File: config.mk
export PLATFORM = sky130hd
export DESIGN_NAME = countdown_timer
export DESIGN_NICKNAME = d
export VERILOG_FILES = /design/src/rtl/countdown_timer.sv
export SDC_FILE = /design/constraint.sdc
export NUM_CORES = 1
export LEC_CHECK = 0
export ABC_AREA = 1
export CORE_ASPECT_RATIO = 1.2
export CORE_MARGIN = 8
export CORE_UTILIZATION = 44
export CTS_CLUSTER_DIAMETER = 80
export DETAILED_ROUTE_END_ITERATION = 10
export PLACE_DENSITY = 0.62
export SETUP_SLACK_MARGIN = 0.2
export SLEW_MARGIN = 20
export SYNTH_ARGS = -nofsm -noshare
export SYNTH_HDL_FRONTEND = slang
export SYNTH_SLANG_ARGS = --single-unit
export TNS_END_PERCENT = 5
File: constraint.sdc
create_clock -name clk -period 2.6 [get_ports clk]
set_input_delay 0.78 -clock clk [delete_from_list [all_inputs] [get_ports clk]]
set_output_delay 0.78 -clock clk [all_outputs]
set_load 0.02 [all_outputs]
File: src/rtl/countdown_timer.sv
// MM:SS countdown timer with button set, start/pause and a timed alarm.
// Define COUNTDOWN_TIMER_AUTORELOAD_EN to reload the preset on expiry instead.
module countdown_timer #(
    parameter int TICK_DIV  = 50000000,
    parameter int MAX_MIN   = 99,
    parameter int ALARM_SEC = 10
) (
    input  logic       clk,
    input  logic       reset,
    input  logic       clr,
    input  logic       btn_start,
    input  logic       btn_min,
    input  logic       btn_sec,
    output logic [7:0] min_bcd,
    output logic [7:0] sec_bcd,
    output logic       running,
    output logic       alarm,
    output logic       tick
);
    localparam int PW = $clog2(TICK_DIV);
    localparam int AW = $clog2(ALARM_SEC + 1);
    localparam logic [PW-1:0] PRE_LAST   = PW'(TICK_DIV - 1);
    localparam logic [AW-1:0] ALARM_LAST = AW'(ALARM_SEC - 1);
    localparam logic [7:0]    MAX_BCD    = {4'(MAX_MIN / 10), 4'(MAX_MIN % 10)};

    typedef enum logic [1:0] {S_SET, S_RUN, S_PAUSE, S_ALARM} state_t;

    state_t        state;
    logic [PW-1:0] pre;
    logic [AW-1:0] alarm_cnt;
    logic          start_q, min_q, sec_q;
    logic          start_ev, min_ev, sec_ev;
    logic          pre_wrap, dec_zero;
    logic [7:0]    dec_min, dec_sec;
`ifdef COUNTDOWN_TIMER_AUTORELOAD_EN
    logic [7:0]    preset_min, preset_sec;
`endif

    function automatic logic [7:0] bcd_inc(input logic [7:0] v);
        logic [7:0] r;
        if (v[3:0] == 4'd9) r = {v[7:4] + 4'd1, 4'd0};
        else                r = v + 8'd1;
        return r;
    endfunction

    function automatic logic [7:0] bcd_dec(input logic [7:0] v);
        logic [7:0] r;
        if (v[3:0] == 4'd0) r = {v[7:4] - 4'd1, 4'd9};
        else                r = v - 8'd1;
        return r;
    endfunction

    assign start_ev = btn_start & ~start_q;
    assign min_ev   = btn_min & ~min_q;
    assign sec_ev   = btn_sec & ~sec_q;
    assign pre_wrap = (pre == PRE_LAST);

    // one-second decrement with borrow from minutes
    always_comb begin
        dec_min = min_bcd;
        dec_sec = bcd_dec(sec_bcd);
        if (sec_bcd == 8'h00) begin
            dec_min = bcd_dec(min_bcd);
            dec_sec = 8'h59;
        end
    end

    assign dec_zero = (dec_min == 8'h00) && (dec_sec == 8'h00);

    always_ff @(posedge clk) begin
        if (reset) begin
            state     <= S_SET;
            pre       <= '0;
            alarm_cnt <= '0;
            start_q   <= 1'b0;
            min_q     <= 1'b0;
            sec_q     <= 1'b0;
            min_bcd   <= 8'h00;
            sec_bcd   <= 8'h00;
            running   <= 1'b0;
            alarm     <= 1'b0;
            tick      <= 1'b0;
`ifdef COUNTDOWN_TIMER_AUTORELOAD_EN
            preset_min <= 8'h00;
            preset_sec <= 8'h00;
`endif
        end else begin
            start_q <= btn_start;
            min_q   <= btn_min;
            sec_q   <= btn_sec;
            tick    <= 1'b0;
            if (clr) begin
                state     <= S_SET;
                pre       <= '0;
                alarm_cnt <= '0;
                min_bcd   <= 8'h00;
                sec_bcd   <= 8'h00;
                running   <= 1'b0;
                alarm     <= 1'b0;
            end else begin
                unique case (state)
                    S_SET: begin
                        if (start_ev && ((min_bcd | sec_bcd) != 8'h00)) begin
                            state   <= S_RUN;
                            running <= 1'b1;
                            pre     <= '0;
`ifdef COUNTDOWN_TIMER_AUTORELOAD_EN
                            preset_min <= min_bcd;
                            preset_sec <= sec_bcd;
`endif
                        end else begin
                            if (min_ev)
                                min_bcd <= (min_bcd == MAX_BCD) ? 8'h00 : bcd_inc(min_bcd);
                            if (sec_ev)
                                sec_bcd <= (sec_bcd == 8'h59) ? 8'h00 : bcd_inc(sec_bcd);
                        end
                    end
                    S_RUN: begin
                        alarm <= 1'b0;
                        if (start_ev) begin
                            state   <= S_PAUSE;
                            running <= 1'b0;
                        end else if (pre_wrap) begin
                            pre  <= '0;
                            tick <= 1'b1;
                            if (dec_zero) begin
`ifdef COUNTDOWN_TIMER_AUTORELOAD_EN
                                min_bcd <= preset_min;
                                sec_bcd <= preset_sec;
                                alarm   <= 1'b1;
`else
                                min_bcd   <= 8'h00;
                                sec_bcd   <= 8'h00;
                                state     <= S_ALARM;
                                running   <= 1'b0;
                                alarm     <= 1'b1;
                                alarm_cnt <= '0;
`endif
                            end else begin
                                min_bcd <= dec_min;
                                sec_bcd <= dec_sec;
                            end
                        end else begin
                            pre <= pre + PW'(1);
                        end
                    end
                    S_PAUSE: begin
                        if (start_ev) begin
                            state   <= S_RUN;
                            running <= 1'b1;
                        end
                    end
                    S_ALARM: begin
                        if (start_ev) begin
                            state     <= S_SET;
                            alarm     <= 1'b0;
                            pre       <= '0;
                            alarm_cnt <= '0;
                        end else if (pre_wrap) begin
                            pre <= '0;
                            if (alarm_cnt == ALARM_LAST) begin
                                state     <= S_SET;
                                alarm     <= 1'b0;
                                alarm_cnt <= '0;
                            end else begin
                                alarm_cnt <= alarm_cnt + AW'(1);
                            end
                        end else begin
                            pre <= pre + PW'(1);
                        end
                    end
                    default: state <= S_SET;
                endcase
            end
        end
    end

endmodule

---- Word level (Yosys, flattened, before mapping) ----
Index checks and enable logic that the tools add are counted.
operators by class
  reduce and logical (&&, ||, !) cells .... 22
  add/subtract/negate cells ............... 10
  bitwise logic cells ..................... 8
  equal/unequal tests ..................... 21
  multiplexer cells ....................... 55
operator list
  operator                                                            count
  8-bit two-way mux                                                   18
  26-bit two-way mux                                                  4
  26-bit case mux with 3 select lines                                 1
  8-bit case mux with 2 select lines                                  2
  26-bit by 1-bit adder with 26-bit output, second input constant     1
  26-bit == test, second input constant                               1
  8-bit logical NOT                                                   3
  4-bit two-way mux                                                   6
  5-bit AND reduction                                                 4
  8-bit by 1-bit adder with 8-bit output, second input constant       2
  2-bit two-way mux                                                   8
  2-bit inequality test, second input constant                        8
  8-bit by 1-bit subtractor with 8-bit output, second input constant  2
  4-bit by 1-bit adder with 4-bit output, second input constant       3
  4-bit == test, second input constant                                3
  1-bit two-way mux                                                   12
  3-bit inequality test, second input constant                        4
  8-bit by 7-bit == test with 1-bit output, second input constant     1
  8-bit == test, second input constant                                1
  4-bit logical NOT                                                   2
  8-bit OR                                                            1
  2-bit case mux with 4 select lines                                  1
  4-bit case mux with 2 select lines                                  1
  8-bit nonzero test                                                  1
  15 further kinds                                                    26
storage, ports and cells
  word-level logic and storage cells ...... 127
  input port bits ......................... 6
  output and inout port bits .............. 19
  register bits after elaboration ......... 54

---- Longest topological paths before layout ----
Gate-level depths: netlist of run 1.
  depth in word-level cells ............... 9
  mapped depth ............................ 18
  gate-level depth less buffers ........... 16

---- Worst setup path after synthesis of run 1 ----
OpenSTA, ideal clock, no wires.
  kind .................................... reg-to-reg
  start ................................... register sec_bcd[4]
  end ..................................... register alarm_cnt[1]
  setup slack ............................. 0.425 ns
  path buffers ............................ 2
  clock period less this slack ............ 2.175 ns
  stages on the path, launching flop included .. 17
  arrival ................................. 2.062 ns
  cell sequence ........................... dfxtp_1 > buf_2 > inv_1 > ha_1 > nand2_1 > nor2_4 > buf_6 > nand3_1 > nand2_1 > nor2_2 > nand3_1 > nor2_2 > nand2_2 > nand2_4 > nand2_4 > o21ai_1 > nor2_1
on the way
  word-level cells in the longest chain between the ends .. 7
RTL lines
  item                                                                                                               line    text
  start: declaration                                                                                                 15      output logic [7:0] sec_bcd,
  start signal: assignment                                                                                           115     sec_bcd <= (sec_bcd == 8'h59) ? 8'h00 : bcd_inc(sec_bcd);
  start signal: assignment                                                                                           141     sec_bcd <= dec_sec;
  8-bit by 1-bit subtractor with 8-bit output / 4-bit by 1-bit subtractor with 4-bit output (equally long branches)  49, 48
  8-bit two-way mux                                                                                                  48      if (v[3:0] == 4'd0) r = {v[7:4] - 4'd1, 4'd9};
  8-bit two-way mux                                                                                                  62      if (sec_bcd == 8'h00) begin
  8-bit logical NOT                                                                                                  68      assign dec_zero = (dec_min == 8'h00) && (dec_sec == 8'h00);
  1-bit logical AND *                                                                                                68
  2-bit inequality test (no source line) *                                                                           n/a
  5-bit AND reduction (no source line) *                                                                             n/a
  end signal: assignment                                                                                             166     alarm_cnt <= alarm_cnt + AW'(1);
  end: declaration                                                                                                   30      logic [AW-1:0] alarm_cnt;
Every way passes the cells marked *; elsewhere a longest branch is shown, timed or not.
A chain may end at the register's enable or synchronous reset.

---- Worst setup path in the final report of run 1 ----
  start ................................... register min_bcd[3]
  end ..................................... output port min_bcd[3]
RTL lines
  item                      line  text
  start: declaration        14    output logic [7:0] min_bcd,
  start signal: assignment  113   min_bcd <= (min_bcd == MAX_BCD) ? 8'h00 : bcd_inc(min_bcd);
  start signal: assignment  140   min_bcd <= dec_min;
No word-level cell between the ends.

==> results.sh, run 1 <==
export IMPL_status="finished, final reports clean"
export IMPL_viasPerCell=5.31
export IMPL_initial_core_util_pct=45.1
export IMPL_place_area_um2=4390
export IMPL_antenna_found_initial=0
export IMPL_die_w_um=101
export IMPL_drv_slew=0
export IMPL_yosys_area_top_type="dfxtp_1"
export IMPL_synth_commonest_cells="118 x nand2_1, 82 x nor2_1, 75 x inv_1, 54 x dfxtp_1, 52 x nand3_1"
export IMPL_finClkSkew_ns=0.00667
export IMPL_synth_edf_count=0
export IMPL_finalHoldViolCount=0
export IMPL_crit_chain="clkdlybuf4s50_1"
export IMPL_initialDrtViolationCount=159
export IMPL_synth_most_common_cell="nand2_1"
export IMPL_wl_um=10700
export IMPL_critical_path_slowest_cell="clkdlybuf4s50_1"
export IMPL_timing_hold_ws_ns=0.471
export IMPL_ctsLongestPathBuffers=2
export IMPL_min_period_ns=2.31
export IMPL_synth_ff_type="dfxtp_1"
export IMPL_cts_root_buf="clkbuf_8"
export IMPL_ys_seq_elements=54
export IMPL_die_y_um=118
export IMPL_nets=679
export IMPL_place_gp_congestion=0.949
export IMPL_setup_viol=0
export IMPL_cp_top_family="buffers and inverters"
export IMPL_synth_cells=602
export IMPL_cts_tree="yes"
export IMPL_synth_seq_area_share_pct=28.1
export IMPL_avgSynthCellArea_um2=6.38
export IMPL_synthesis_nets=627
export IMPL_stdcell_count=772
export IMPL_grt_start_max_net_pins=20
export IMPL_yosys_area_share_simple_pct=36.3
export IMPL_htree_num_levels=2
export IMPL_synth_compound_area_share_pct=16.2
export IMPL_p_leak_nw=1.89
export IMPL_slew_limit_headroom_pct=65.3
export IMPL_rsz0062_at_grt="true"
export IMPL_grtUsageTotal_pct=18.3
export IMPL_drc=0
export IMPL_clkSlewWorstSetupHoldPaths_ns=0.11
export IMPL_ys_async_sr_fraction_pct=0
export IMPL_grt_pass1_vias=4037
export IMPL_post_drt_wl_per_cell_um=13.8
export IMPL_synthXorXnorAreaFrac_pct=3.42
export IMPL_dp_cells=760
export IMPL_yosys_area_share_adder_pct=6.18
export IMPL_hold_class="reg2reg"
export IMPL_stdcell_area_um2=4570
export IMPL_vdd_drop_max_v=0.000296
export IMPL_critPathMaxStageDelay_ns=0.68
export IMPL_maxCapViolCount=0
export IMPL_num_vias=4102
export IMPL_port_buffer_count=24
export IMPL_crit_buf_inv=1
export IMPL_ant_nets=0
export IMPL_post_route_util_pct=53.7
export IMPL_synth_mux_area_share_pct=0
export IMPL_area_delta_synth_final_pct=18.9
export IMPL_diodes=0
export IMPL_clock_sinks=54
export IMPL_fin_crit_sh_pct=89.0
export IMPL_worstPathMaxFanout=9
export IMPL_synth_cell_type_count=40
export IMPL_critPathKind="reg2out"
export IMPL_rows=37
export IMPL_dieArea_um2=12000
export IMPL_ios=25
export IMPL_syn_cell_area_um2=3840
export IMPL_synthDominantCellAreaShare_pct=28.1
export IMPL_cts_hold_buf=0
export IMPL_cp_end_kind="output pin"
export IMPL_insertion_delay_ns=0.31
export IMPL_grt_overflow=0
export IMPL_cts_inserted_buffers=5
export IMPL_yosysWarnings=0
export IMPL_fmax_mhz=432
export IMPL_first_pass_iters=5
export IMPL_cp_required_ns=1.82
export IMPL_synth_area_leaders="dfxtp_1 28%, nand2_1 12%, nor2_1 8.0%"
export IMPL_arrival_ns=1.53
export IMPL_synth_top_family_by_area="simple AND/OR/NAND/NOR gates"
export IMPL_powerDensity_nw_per_um2=570
export IMPL_cp_start_kind="register"
export IMPL_tightest_slew_ns=0.517
export IMPL_drive_gt1_share_pct=9.16
export IMPL_grt_pass1_wl_um=18300
export IMPL_dp_hpwl_um=8280
export IMPL_fp_coreArea_um2=8520
worst min-delay path, delay by kind of cell (launching register included):
kind               cells  cell delay (ns)
AOI/OAI and AO/OA      1             0.05
and+or+nand+nor        1             0.06
DFF                    1             0.33
power breakdown:
| part | total, mW | switching (mW) | leakage (nW) | internal [mW] |
|---|---|---|---|---|
| sequential | 0.901 | 0.0410 | 0.437 | 0.860 |
| clock | 0.709 | 0.298 | 0.0714 | 0.411 |
| combinational | 0.994 | 0.613 | 1.38 | 0.380 |
cell type report:
class	count	area, um2
Clock buffer	6	82.6
Clock inverter	2	60.1
Fill cell	899	3950
Inverter	77	289
Multi-Input combinational cell	456	2400
Sequential cell	54	1080
Tap cell	117	146
Timing Repair Buffer	60	510
state kept, by name (all words and copies together), names as in the netlist:
| signal | cells |
|---|---|
| tick | 1 |
| alarm_cnt | 4 |
| min_bcd | 8 |
| sec_bcd | 8 |
| start_q | 1 |
| sec_q | 1 |
| pre | 26 |
| running | 1 |
| min_q | 1 |
| state | 2 |
| alarm | 1 |
metal layers:
layer,share of wire [%],vias up,wire length (um),global-route usage [%]
met5,0,-,0,0
met4,1.8,0,189,7.28
met3,3.0,14,324,2.00
met2,52,69,5590,33.1
met1,43,1900,4550,21.1
li1,-,2119,-,-
worst paths after layout:
kind                      startpoint                      end  slack (ns)  cells past startpoint
max          min_bcd[3]$_SDFFE_PP0P_               min_bcd[3]        0.29                      1
min             running$_SDFFE_PP0P_     running$_SDFFE_PP0P_        0.47                      2
max reg2reg  sec_bcd[0]$_SDFFE_PP0P_  sec_bcd[2]$_SDFFE_PP0P_        0.36                     14
min reg2reg     running$_SDFFE_PP0P_     running$_SDFFE_PP0P_        0.47                      2
metrics by stage:
step / setup TNS [ns] / worst slack [ns] / power (mW)
2_1_floorplan: 0 / 0.425 / 1.57
3_3_place_gp: -0.370 / -0.0862 / 1.85
3_5_place_dp: -1.92 / -0.206 / 1.86
4_1_cts: 0 / 0.260 / 2.58
5_1_grt: 0 / 0.113 / 2.78
6_report: 0 / 0.285 / 2.60
cells by family (layout without fill, tap and decap cells):
group | count (synthesis) | in the layout
xor gates and xnor gates | 15 | 15
buffers and inverters | 92 | 145
AOI/OAI and AO/OA | 111 | 111
adders and majority gates | 19 | 19
DFF | 54 | 54
and+or+nand+nor | 311 | 311
what timing repair did:
item | CTS | global route
gates cloned | 0 | 0
setup endpoints to repair | 4 | 29
resized for setup | 1 | 3
setup buffers | 0 | 4
pin swaps | 0 | 1
cells in the final DEF (no fill, tap or decap), drive strengths merged, types with 7 or more instances in the layout:
cell type      Yosys  layout
a21oi             39      39
a31oi              9       9
inv               76      76
buf               11      36
dfxtp             54      54
nor2              88      88
nand4             20      20
o21ai             43      43
nor3              17      17
nand2            122     122
nand3             53      53
xor2               7       7
ha                19      19
clkdlybuf4s50      0      24
xnor2              8       8
Note: power is estimated with default switching activity, not from simulation.
==> inputs of run 2 (changes only) <==
- CORE_ASPECT_RATIO: 1.2 -> 0.6
- clock period: 2.6 -> 2.9 ns (I/O delays scaled with it)
==> run 2 against run 1 <==
Largest power group unchanged. Largest cell class unchanged. Total power fell by 11%. Count of clock-buffer cells in the layout rose by 1. Die area rose by 0.71%.
==> results.sh, run 2 (synthesized netlist as in run 1, its figures left out) <==
export IMPL_critPathKind="reg2reg"
export IMPL_die_y_um=88.4
export IMPL_area_delta_synth_final_pct=15.7
export IMPL_dieArea_um2=12100
export IMPL_num_vias=4234
export IMPL_powerDensity_nw_per_um2=523
export IMPL_dp_hpwl_um=9050
export IMPL_p_leak_nw=1.81
export IMPL_initial_core_util_pct=45.3
export IMPL_min_period_ns=2.51
export IMPL_worstPathMaxFanout=8
export IMPL_post_route_util_pct=52.4
export IMPL_status="finished, final reports clean"
export IMPL_cts_inserted_buffers=5
export IMPL_wl_um=11600
export IMPL_place_gp_congestion=0.974
export IMPL_vdd_drop_max_v=0.000328
export IMPL_grt_pass1_wl_um=18900
export IMPL_largest_registers="pre x26, min_bcd x8, sec_bcd x8"
export IMPL_cts_root_buf="clkbuf_16"
export IMPL_ctsLongestPathBuffers=2
export IMPL_tightest_slew_ns=0.593
export IMPL_clkSlewWorstSetupHoldPaths_ns=0.07
export IMPL_largest_register="pre"
export IMPL_insertion_delay_ns=0.29
export IMPL_slew_limit_headroom_pct=60.2
export IMPL_nets=664
export IMPL_maxCapViolCount=0
export IMPL_die_w_um=137
export IMPL_antenna_found_initial=0
export IMPL_timing_hold_ws_ns=0.489
export IMPL_layout_common_cells="118 x nand2_1, 81 x nor2_1, 75 x inv_1, 54 x dfxtp_1, 52 x nand3_1"
export IMPL_dpl_worst_slack_ns=0.131
export IMPL_setup_tns_ns=0
export IMPL_viasPerCell=5.63
export IMPL_htree_num_levels=2
export IMPL_grt_pass1_vias=3569
export IMPL_grtUsageTotal_pct=19.5
export IMPL_grt_start_max_net_pins=19
export IMPL_fmax_mhz=398
export IMPL_drive_gt1_share_pct=6.88
export IMPL_stdcell_count=752
export IMPL_cts_tree="yes"
export IMPL_ant_nets=0
export IMPL_fin_crit_sh_pct=86.6
export IMPL_place_area_um2=4270
export IMPL_post_drt_wl_per_cell_um=15.5
export IMPL_initialDrtViolationCount=463
export IMPL_first_pass_iters=5
export IMPL_port_buffer_count=24
export IMPL_clock_sinks=54
export IMPL_worst_slack_ns=0.389
export IMPL_diodes=0
export IMPL_finClkSkew_ns=0.00907
export IMPL_drv_slew=0
export IMPL_setup_viol=0
export IMPL_hold_class="reg2reg"
export IMPL_cp_end_kind="register"
export IMPL_arrival_ns=2.71
export IMPL_final_common_cell="nand2_1"
export IMPL_fp_coreArea_um2=8490
export IMPL_grt_overflow=0
export IMPL_total_power_mw=2.33
export IMPL_largest_reg_flops=26
export IMPL_cp_start_kind="register"
export IMPL_cp_required_ns=3.09
export IMPL_dp_cells=740
export IMPL_finalHoldViolCount=0
export IMPL_drc=0
export IMPL_rows=26
export IMPL_ios=25
export IMPL_rsz0062_at_grt="true"
export IMPL_stdcell_area_um2=4450
## run 2: where the power goes
part	internal (mW)	switching [mW]	total, mW
clock	0.344	0.282	0.626
sequential	0.771	0.0467	0.818
combinational	0.307	0.574	0.881
total	1.42	0.903	2.33
## run 2: final timing paths
| path | slack (ns) | depth (start not counted) | endpoint | from |
|---|---|---|---|---|
| worst min register to register | 0.49 | 2 | pre[1]$_SDFFE_PP0P_ | pre[1]$_SDFFE_PP0P_ |
| worst min-delay path | 0.49 | 2 | pre[1]$_SDFFE_PP0P_ | pre[1]$_SDFFE_PP0P_ |
| worst max-delay path | 0.39 | 14 | alarm_cnt[1]$_SDFFE_PP0P_ | min_bcd[0]$_SDFFE_PP0P_ |
| worst max register to register | 0.39 | 14 | alarm_cnt[1]$_SDFFE_PP0P_ | min_bcd[0]$_SDFFE_PP0P_ |
## run 2: critical path: stages, from the launching register on
cell	delay, ns
dfxtp_1	0.47
inv_1	0.26
ha_1	0.32
o21ai_0	0.27
inv_1	0.10
nand3_1	0.09
nand2_1	0.09
nor2_2	0.10
nand3_1	0.10
nor2_2	0.13
nand2_2	0.13
nand2_4	0.12
nand2_4	0.07
o21ai_1	0.12
nor2_1	0.05
## run 2: routing by layer
layer	GRT usage [%]	share of wire [%]	vias to the layer above
met2	25.3	37	201
met1	31.5	52	1946
met5	0	0	-
li1	-	-	2085
met3	4.31	11	2
met4	2.18	0.16	0
## run 2: cell type report
| type | count | area [um2] |
|---|---|---|
| fill | 873 | 4040 |
| multi-input combinational | 456 | 2390 |
| sequential | 54 | 1080 |
| timing repair buffer | 45 | 398 |
| inverter | 77 | 289 |
| clock buffer | 7 | 143 |
| tap | 112 | 140 |
| clock inverter | 1 | 5.00 |
## run 2: what timing repair did
action,4_1_cts,5_1_grt
gates resized for setup,0,2
setup endpoints to repair,0,4
buffers inserted,0,4
hold buffers,0,0
==> inputs of run 3 (changes only) <==
- GPL_TIMING_DRIVEN: not set -> 1
==> results of run 3 <==
No change in the layout: final DEF, timing and power equal those of run 2.
